--- src/rtl/nibbler_pkg.sv ---
// Shared types and constants for the nibble processor fetch/sequencer slice.
package nibbler_pkg;

  localparam int PC_W        = 12;
  localparam int INSTR_W     = 8;
  localparam int CTRL_ADDR_W = 7;
  localparam int OPC_W       = 4;

  typedef enum logic [1:0] {
    HALT  = 2'd0,
    RUN   = 2'd1,
    STEP0 = 2'd2,
    STEP1 = 2'd3
  } seq_state_t;

  localparam logic PH_FETCH = 1'b0;
  localparam logic PH_EXEC  = 1'b1;

  // Control ROM address: opcode, inverted carry, inverted zero, phase.
  function automatic logic [CTRL_ADDR_W-1:0] make_ctrl_addr(
    input logic [OPC_W-1:0] opc,
    input logic             c,
    input logic             z,
    input logic             ph
  );
    return {opc, ~c, ~z, ph};
  endfunction

endpackage

--- src/rtl/pc_counter.sv ---
// Program counter: load beats increment, wraps silently at the top of the
// address space, and only moves while the sequencer enables it.
module pc_counter
  import nibbler_pkg::*;
(
  input  logic            clk,
  input  logic            reset_n,
  input  logic            en,
  input  logic            load_n,
  input  logic            inc_n,
  input  logic [PC_W-1:0] load_val,
  output logic [PC_W-1:0] pc
);

  logic [PC_W-1:0] pc_q;
  logic [PC_W-1:0] pc_d;

  // Next PC: load has priority over increment; hold otherwise.
  always_comb begin
    pc_d = pc_q;
    if (en) begin
      if (!load_n) begin
        pc_d = load_val;
      end else if (!inc_n) begin
        pc_d = pc_q + {{(PC_W-1){1'b0}}, 1'b1};
      end
    end
  end

  // PC register.
  always_ff @(posedge clk or negedge reset_n) begin
    if (!reset_n) begin
      pc_q <= '0;
    end else begin
      pc_q <= pc_d;
    end
  end

  assign pc = pc_q;

endmodule

--- src/rtl/fetch_sequencer.sv ---
// Instruction fetch and two-phase sequencer for the nibble processor.
// Holds PC, IR, phase toggle and C/Z flags; builds the control ROM address.
// Optional single-step support is compiled in with NIBBLER_STEP_EN.
//
//   state | meaning
//   HALT  | frozen at an instruction boundary, strobes ignored, halted=1
//   RUN   | free-running; leaves only after a phase-1 cycle with run=0
//   STEP0 | single-step fetch cycle (NIBBLER_STEP_EN only)
//   STEP1 | single-step execute cycle (NIBBLER_STEP_EN only)
module fetch_sequencer
  import nibbler_pkg::*;
(
  input  logic                   clk,
  input  logic                   reset_n,
  input  logic [INSTR_W-1:0]     instr_in,
  input  logic                   pc_inc_n,
  input  logic                   pc_load_n,
  input  logic                   flags_load_n,
  input  logic                   carry_in,
  input  logic                   zero_in,
  input  logic                   run,
  input  logic                   step,
  output logic [PC_W-1:0]        prog_addr,
  output logic [CTRL_ADDR_W-1:0] ctrl_addr,
  output logic [OPC_W-1:0]       operand,
  output logic                   halted
);

  seq_state_t         state_q, state_d;
  logic               halted_q, halted_d;
  logic               phase_q, phase_d;
  logic [INSTR_W-1:0] ir_q, ir_d;
  logic               c_q, c_d;
  logic               z_q, z_d;
  logic               active;
  logic [PC_W-1:0]    jump_target;
  logic               step_unused;

  // Without the step option the pulse has no effect.
  assign step_unused = step;

  // Every non-HALT state is an executing cycle.
  assign active = (state_q != HALT);

  // Jump target: high nibble from the operand, low byte is the second
  // instruction byte now sitting at prog_addr.
  assign jump_target = {ir_q[OPC_W-1:0], instr_in};

  pc_counter u_pc (
    .clk      (clk),
    .reset_n  (reset_n),
    .en       (active),
    .load_n   (pc_load_n),
    .inc_n    (pc_inc_n),
    .load_val (jump_target),
    .pc       (prog_addr)
  );

  // Next state; halts are only taken after a phase-1 cycle so instructions
  // are never split.
  always_comb begin
    state_d = state_q;
    case (state_q)
      HALT: begin
        if (run) begin
          state_d = RUN;
        end
`ifdef NIBBLER_STEP_EN
        else if (step) begin
          state_d = STEP0;
        end
`endif
      end
      RUN: begin
        if ((phase_q == PH_EXEC) && !run) begin
          state_d = HALT;
        end
      end
`ifdef NIBBLER_STEP_EN
      STEP0: state_d = STEP1;
      STEP1: state_d = run ? RUN : HALT;
`endif
      default: state_d = HALT;
    endcase
    halted_d = (state_d == HALT);
  end

  // Datapath next values: IR loads in fetch, flags on strobe, phase toggles.
  always_comb begin
    ir_d    = ir_q;
    phase_d = phase_q;
    c_d     = c_q;
    z_d     = z_q;
    if (active) begin
      phase_d = ~phase_q;
      if (phase_q == PH_FETCH) begin
        ir_d = instr_in;
      end
      if (!flags_load_n) begin
        c_d = carry_in;
        z_d = zero_in;
      end
    end
  end

  // Sequencer and datapath registers.
  always_ff @(posedge clk or negedge reset_n) begin
    if (!reset_n) begin
      state_q  <= HALT;
      halted_q <= 1'b1;
      phase_q  <= PH_FETCH;
      ir_q     <= '0;
      c_q      <= 1'b0;
      z_q      <= 1'b0;
    end else begin
      state_q  <= state_d;
      halted_q <= halted_d;
      phase_q  <= phase_d;
      ir_q     <= ir_d;
      c_q      <= c_d;
      z_q      <= z_d;
    end
  end

  assign ctrl_addr = make_ctrl_addr(ir_q[INSTR_W-1:OPC_W], c_q, z_q, phase_q);
  assign operand   = ir_q[OPC_W-1:0];
  assign halted    = halted_q;

endmodule
--- config.mk ---
export PLATFORM = sky130hd
export DESIGN_NAME = fetch_sequencer
export DESIGN_NICKNAME = d
export VERILOG_FILES = /design/src/rtl/nibbler_pkg.sv /design/src/rtl/pc_counter.sv /design/src/rtl/fetch_sequencer.sv
export SDC_FILE = /design/constraint.sdc
export NUM_CORES = 1
export LEC_CHECK = 0
export ABC_AREA = 0
export BUFFER_PORTS_ARGS = -buffer_cell sky130_fd_sc_hd__buf_4
export CORE_MARGIN = 2
export CORE_UTILIZATION = 45
export CTS_BUF_LIST = sky130_fd_sc_hd__clkbuf_16
export CTS_CLUSTER_DIAMETER = 120
export DETAILED_ROUTE_END_ITERATION = 8
export GPL_TIMING_DRIVEN = 1
export PLACE_DENSITY_LB_ADDON = 0.05
export SYNTH_ARGS = -nofsm -noshare
export SYNTH_HDL_FRONTEND = slang
export SYNTH_SLANG_ARGS = --single-unit
--- constraint.sdc ---
create_clock -name clk -period 1.3 [get_ports clk]
set_input_delay 0.39 -clock clk [delete_from_list [all_inputs] [get_ports clk]]
set_output_delay 0.39 -clock clk [all_outputs]
set_load 0.01 [all_outputs]
==> results of run 1 <==
[logic make-up (layout without fill, tap and decap cells)]
kind of cell | Yosys count | after routing | synth area share, %
xor+xnor | 1 | 1 | 0.681
mux | 12 | 12 | 10.1
simple gates | 39 | 39 | 16.9
buf+inv | 10 | 79 | 3.31
compound gates | 36 | 36 | 17.0
flops | 26 | 26 | 50.7
fa+ha+maj | 1 | 1 | 0.973
other cells | 1 | 1 | 0.292
[cell usage after synthesis (2+ instances only)]
| master | number |
|---|---|
| o21ai_0 | 8 |
| nand2_1 | 13 |
| a21oi_1 | 15 |
| dfrtp_1 | 25 |
| nor2_1 | 4 |
| mux2_2 | 8 |
| mux2i_1 | 4 |
| a2bb2oi_1 | 4 |
| and4_2 | 2 |
| nand4_1 | 2 |
| o22ai_1 | 3 |
| nand3_1 | 7 |
| clkbuf_1 | 3 |
| inv_1 | 5 |
| nand2b_1 | 2 |
[sequential cells by signal (all words and copies together) (netlist names)]
register	flops
halted	1
u_pc.pc	12
c_q	1
z_q	1
phase_q	1
ir_q	8
state_q	2
[metrics by stage]
step	TNS [ns]	power, uW	instance area (um2)	cells
floorplan	-0.0744	2030	1320	126
global placement	-1.22	2850	1850	215
detailed placement	-1.33	2910	1850	215
CTS	-0.508	3770	2060	226
global route	-1.20	4030	2090	226
finish	-0.697	3830	2090	226
[routing by layer]
| metal | wire length, um | track usage (%) | share of wire [%] | vias up |
|---|---|---|---|---|
| met5 | 0 | 0 | 0 | - |
| met4 | 73 | 8.97 | 2.0 | 0 |
| met3 | 204 | 3.17 | 5.5 | 10 |
| met2 | 1820 | 39.4 | 49 | 52 |
| met1 | 1580 | 30.8 | 43 | 598 |
| li1 | - | - | - | 602 |
[worst paths after layout]
| kind | endpoint | slack [ns] | cells past startpoint |
|---|---|---|---|
| setup / recovery | u_pc.pc[9]$_DFFE_PN0P_ | -0.14 | 4 |
| hold / removal | u_pc.pc[2]$_DFFE_PN0P_ | 0.03 | 1 |
| setup reg to reg | u_pc.pc[9]$_DFFE_PN0P_ | -0.14 | 4 |
| hold reg to reg | phase_q$_DFFE_PN0P_ | 0.50 | 1 |
| max in group asynchronous | halted$_DFF_PN1_ | 0.97 | 1 |
| min in group clk | z_q$_DFFE_PN0P_ | 0.34 | 3 |
[timing repair]
| action | in CTS | in global routing |
|---|---|---|
| hold endpoints to repair | 0 | 0 |
| setup endpoints to repair | 20 | 17 |
| pin swaps | 6 | 2 |
| setup buffers | 8 | 1 |
| resized for setup | 19 | 9 |
[critical path, delay by kind of cell (launching register included)]
kind,cells,cell delay [ns]
flops,1,0.44
compound gates,2,0.30
simple gates,2,0.64
[power groups by stage]
stage | combinational [uW] | sequential (uW) | clock [uW]
2_1_floorplan | 565 | 1460 | 0
3_3_place_gp | 1540 | 1320 | 0
3_5_place_dp | 1580 | 1330 | 0
4_1_cts | 1750 | 1340 | 685
5_1_grt | 1910 | 1400 | 719
6_report | 1790 | 1350 | 686
[layout make-up]
cell class,count,area share (%)
clock buffers,3,3.59
repair buffers,70,29.8
flip-flops and latches,26,31.6
clock inverters,1,0.179
well taps,31,1.85
multi-input cells,90,32.2
inverters,5,0.897
==> run summary, run 1 <==
status -> finished, violations left
failing checks -> negative setup slack
Sw Pwr -> 1270 uW
GR Util All Layers -> 23.5%
fin crit share -> 111%
Max Cap Viol -> 0
vias -> 1,262
I/O Buffers -> 39
Yosys Warn Count -> 0
#FFs+latches synth -> 26
Post-Route WL -> 3680 um
post-synth top area share -> 48.6%
final hold slack -> 0.0312 ns
DR vias/cell -> 5.58
Primary FF master, synth -> dfrtp_1
Root Driver -> clkbuf_16
Int Pwr -> 2560 uW
layout cell share with drive strength beyond 1 -> 55.9%
sequential cell area -> 661 um2
FMAX -> 0.693 GHz
area leader, netlist -> dfrtp_1
grt ovf -> 0
CP Max Fanout -> 4
Clock Latency Late Sink -> 0.26 ns
largest stage delay on the critical path -> 0.51 ns
Worst EP arrival -> 1.64 ns
endpoint class of the critical path -> flip-flop
worst clock skew -> 0.00323 ns
router iterations before antenna repair -> 4
Crit Path Class -> reg2reg
gpl congestion -> 0.782
HPWL Detailed -> 2380 um
WL per Instance -> 16.3 um
largest net degree at the start of global routing -> 27
# setup viols final -> 10
Final Hold Viols -> 0
CTS tree -> built
Switching Share -> 33.1%
Reg power frac -> 35.3%
area occupied by multi-input gates -> 673 um2
pwr dens -> 1830 nW/um2
fillers -> 180
Critical Path Start -> u_pc.pc[0]$_DFFE_PN0P_
die area -> 3300 um2
Final WS setup -> -0.143 ns
RSZ-0062 raised after global routing -> true
clock power share -> 17.9%
Synth area leaders -> dfrtp_1 49%, mux2_2 7.0%, a21oi_1 5.8%, nand2_1 3.8%, mux2i_1 3.1%
most frequent cells in the layout -> 51 x buf_4, 18 x dfrtp_1, 16 x buf_6, 12 x nand2_1, 11 x a21oi_1
Die Span Y -> 57.5 um
pins over their slew limit -> 0
I/O pin cnt -> 41
H-tree Lvls -> 1
setup slack after placement -> -0.160 ns
worst path required time -> 1.50 ns
vias in the first global route -> 1,296
initial core utilization -> 47.0%
Worst-path clk slew -> 0.06 ns
initial antenna violation count -> 0
number of enable flip-flop cells after synthesis -> 0
area delta synth->final -> 62.7%
Post-DRT Antenna Nets -> 0
fin util -> 76.6%
Post-Syn Area per Cell -> 10.2 um2
Mapped Area -> 1290 um2
core area -> 2730 um2
Clock Tree Buf Depth -> 2
Cells after Synth -> 126
Mapped Nets -> 144
crit path cell chain -> nand4_4, or4_4, a21oi_2, o22a_2
Leak -> 0.000941 uW
reg-to-reg startpoint -> u_pc.pc[0]$_DFFE_PN0P_
die span in x -> 57.5 um
DRC Markers -> 0
startpoint types -> flip-flop
n_diodes -> 0
Sink Count -> 26
ys async rst share -> 100%
CTS buffer count -> 3
Slowest cell on crit path -> or4_4
most common cell after layout, fill and taps aside -> buf_4
NumNets Final -> 214
hold crit path type -> in2async
Peak supply drop -> 1.43 mV
Hold Buf Count CTS -> 0
post-synthesis sequential area ratio -> 50.7%
Comb pwr share -> 46.8%
library cells used by synthesis -> 36
FP Rows -> 19
first-pass GRT wire length -> 5910 um
Tmin final -> 1.44 ns
drt first-iter violations -> 64
(Power assumes the default switching activity.)
==> run 2, diff against run 1 <==
--- a/config.mk
+++ b/config.mk
@@ -7,7 +7,7 @@
 export LEC_CHECK = 0
 export ABC_AREA = 0
 export BUFFER_PORTS_ARGS = -buffer_cell sky130_fd_sc_hd__buf_4
-export CORE_MARGIN = 2
+export CORE_MARGIN = 5
 export CORE_UTILIZATION = 45
 export CTS_BUF_LIST = sky130_fd_sc_hd__clkbuf_16
 export CTS_CLUSTER_DIAMETER = 120
==> run 2 against run 1 <==
  * Utilization is 0.75 points higher
  * The run still ends with negative setup slack left
  * Critical path depth is 1 higher
  * Largest power group unchanged
  * Critical endpoint is now u_pc.pc[10]$_DFFE_PN0P_
  * Largest cell class unchanged
  * Global-route usage is 4.5 points lower
  * Sequential power hardly changed
  * First-iteration DRC count is 23% higher
==> run summary, run 2 (same netlist as run 1, synthesis figures left out) <==
status -> finished, violations left
failing checks -> negative setup slack
Final WS setup -> -0.109 ns
CTS tree -> built
initial antenna violation count -> 0
worst clock skew -> 0.00716 ns
DR vias/cell -> 5.63
I/O pin cnt -> 41
Hold Buf Count CTS -> 0
CTS buffer count -> 3
CP Max Fanout -> 4
Sink Count -> 26
grt ovf -> 0
fin crit share -> 108%
Leak -> 0.000979 uW
vias in the first global route -> 1,291
pwr dens -> 1840 nW/um2
I/O Buffers -> 39
endpoint class of the critical path -> flip-flop
largest net degree at the start of global routing -> 30
Tmin final -> 1.41 ns
Root Driver -> clkbuf_16
NumNets Final -> 215
core area -> 2760 um2
final hold slack -> 0.0219 ns
drt first-iter violations -> 79
# setup viols final -> 12
die span in x -> 63.5 um
Crit Path Class -> reg2reg
Die Span Y -> 63.5 um
n_diodes -> 0
Peak supply drop -> 1.61 mV
max reg flops -> 12
fin util -> 77.3%
pins over their slew limit -> 0
Slowest cell on crit path -> dfrtp_2
DRC Markers -> 0
H-tree Lvls -> 1
router iterations before antenna repair -> 4
gpl congestion -> 0.794
layout cell share with drive strength beyond 1 -> 55.1%
area delta synth->final -> 65.8%
GR Util All Layers -> 19.0%
FP Rows -> 19
WL per Instance -> 16.2 um
Post-Route WL -> 3690 um
Final Hold Viols -> 0
Max Cap Viol -> 0
die area -> 4030 um2
hold crit path type -> in2async
first-pass GRT wire length -> 6060 um
initial core utilization -> 46.6%
Clock Tree Buf Depth -> 2
largest stage delay on the critical path -> 0.45 ns
vias -> 1,278
startpoint types -> flip-flop
FMAX -> 0.710 GHz
crit path cell chain -> ha_4, and4_4, nand4_1, o22ai_1, a2bb2oi_2
RSZ-0062 raised after global routing -> true
Worst-path clk slew -> 0.07 ns
Clock Latency Late Sink -> 0.26 ns
most common cell after layout, fill and taps aside -> buf_4
most frequent cells in the layout -> 51 x buf_4, 18 x buf_6, 17 x dfrtp_1, 14 x a21oi_1, 13 x nand2_1
worst path required time -> 1.45 ns
Post-DRT Antenna Nets -> 0
Worst EP arrival -> 1.56 ns
HPWL Detailed -> 2400 um
-- run 2: cell count changes in the layout (fill, tap and decap cells not counted), moves of 2 or more --
| cell | before | now |
|---|---|---|
| buf_6 | 16 | 18 |
| a21oi_2 | 5 | 2 |
| a21oi_1 | 11 | 14 |
| mux2_2 | 8 | 0 |
| mux2_4 | 0 | 8 |
-- run 2: worst max-delay path, delay by kind of cell (launching register included) --
kind / cells / cell delay, ns
flops: 1 / 0.45
simple gates: 2 / 0.38
fa+ha+maj: 1 / 0.16
compound gates: 2 / 0.30
-- run 2: stage by stage --
step / TNS, ns / cells / total power (uW) / instance area, um2 / setup slack [ns]
finish: -0.697 / 227 / 3920 / 2130 / -0.109
floorplan: -0.0744 / 126 / 2030 / 1320 / -0.0580
detailed placement: -1.64 / 215 / 2900 / 1830 / -0.186
global placement: -1.20 / 215 / 2850 / 1830 / -0.145
CTS: -0.620 / 226 / 3770 / 2040 / -0.108
global route: -1.40 / 227 / 4190 / 2130 / -0.199
-- run 2: worst paths after layout --
path | startpoint | endpoint | slack (ns) | depth (start not counted)
worst max-delay path | u_pc.pc[0]$_DFFE_PN0P_ | u_pc.pc[10]$_DFFE_PN0P_ | -0.11 | 5
worst min-delay path | reset_n | u_pc.pc[3]$_DFFE_PN0P_ | 0.02 | 1
worst max register to register | u_pc.pc[0]$_DFFE_PN0P_ | u_pc.pc[10]$_DFFE_PN0P_ | -0.11 | 5
worst min register to register | phase_q$_DFFE_PN0P_ | phase_q$_DFFE_PN0P_ | 0.51 | 1
max in group asynchronous | reset_n | halted$_DFF_PN1_ | 0.98 | 1
min in group clk | carry_in | c_q$_DFFE_PN0P_ | 0.33 | 3
-- run 2: layout make-up --
class	count	area, um2
clock buffer	3	75.1
clock inverter	1	3.75
fill	189	626
inverter	5	18.8
multi-input combinational	90	708
sequential	26	662
tap	31	38.8
timing repair buffer	71	626
-- run 2: repair_timing --
item	in CTS	in global routing
gates resized for setup	18	19
pin swaps	9	10
setup buffers	8	2
endpoints found under the setup margin	20	31
-- run 2: routing by layer --
layer  global-route usage [%]  up-vias  share of wire (%)
li1                         -      600                  -
met1                     25.5      627                 41
met2                     29.9       44                 50
met3                     3.55        7                6.6
met4                     8.05        0                1.8
met5                        0        -                  0
-- run 2: power breakdown --
| part | total (uW) | internal (uW) | switching, uW | leakage (uW) |
|---|---|---|---|---|
| Sequential | 1360 | 1090 | 267 | 0.000291 |
| Combinational | 1880 | 1130 | 744 | 0.000649 |
| Clock | 688 | 412 | 276 | 0.0000385 |
| Total | 3920 | 2640 | 1290 | 0.000979 |
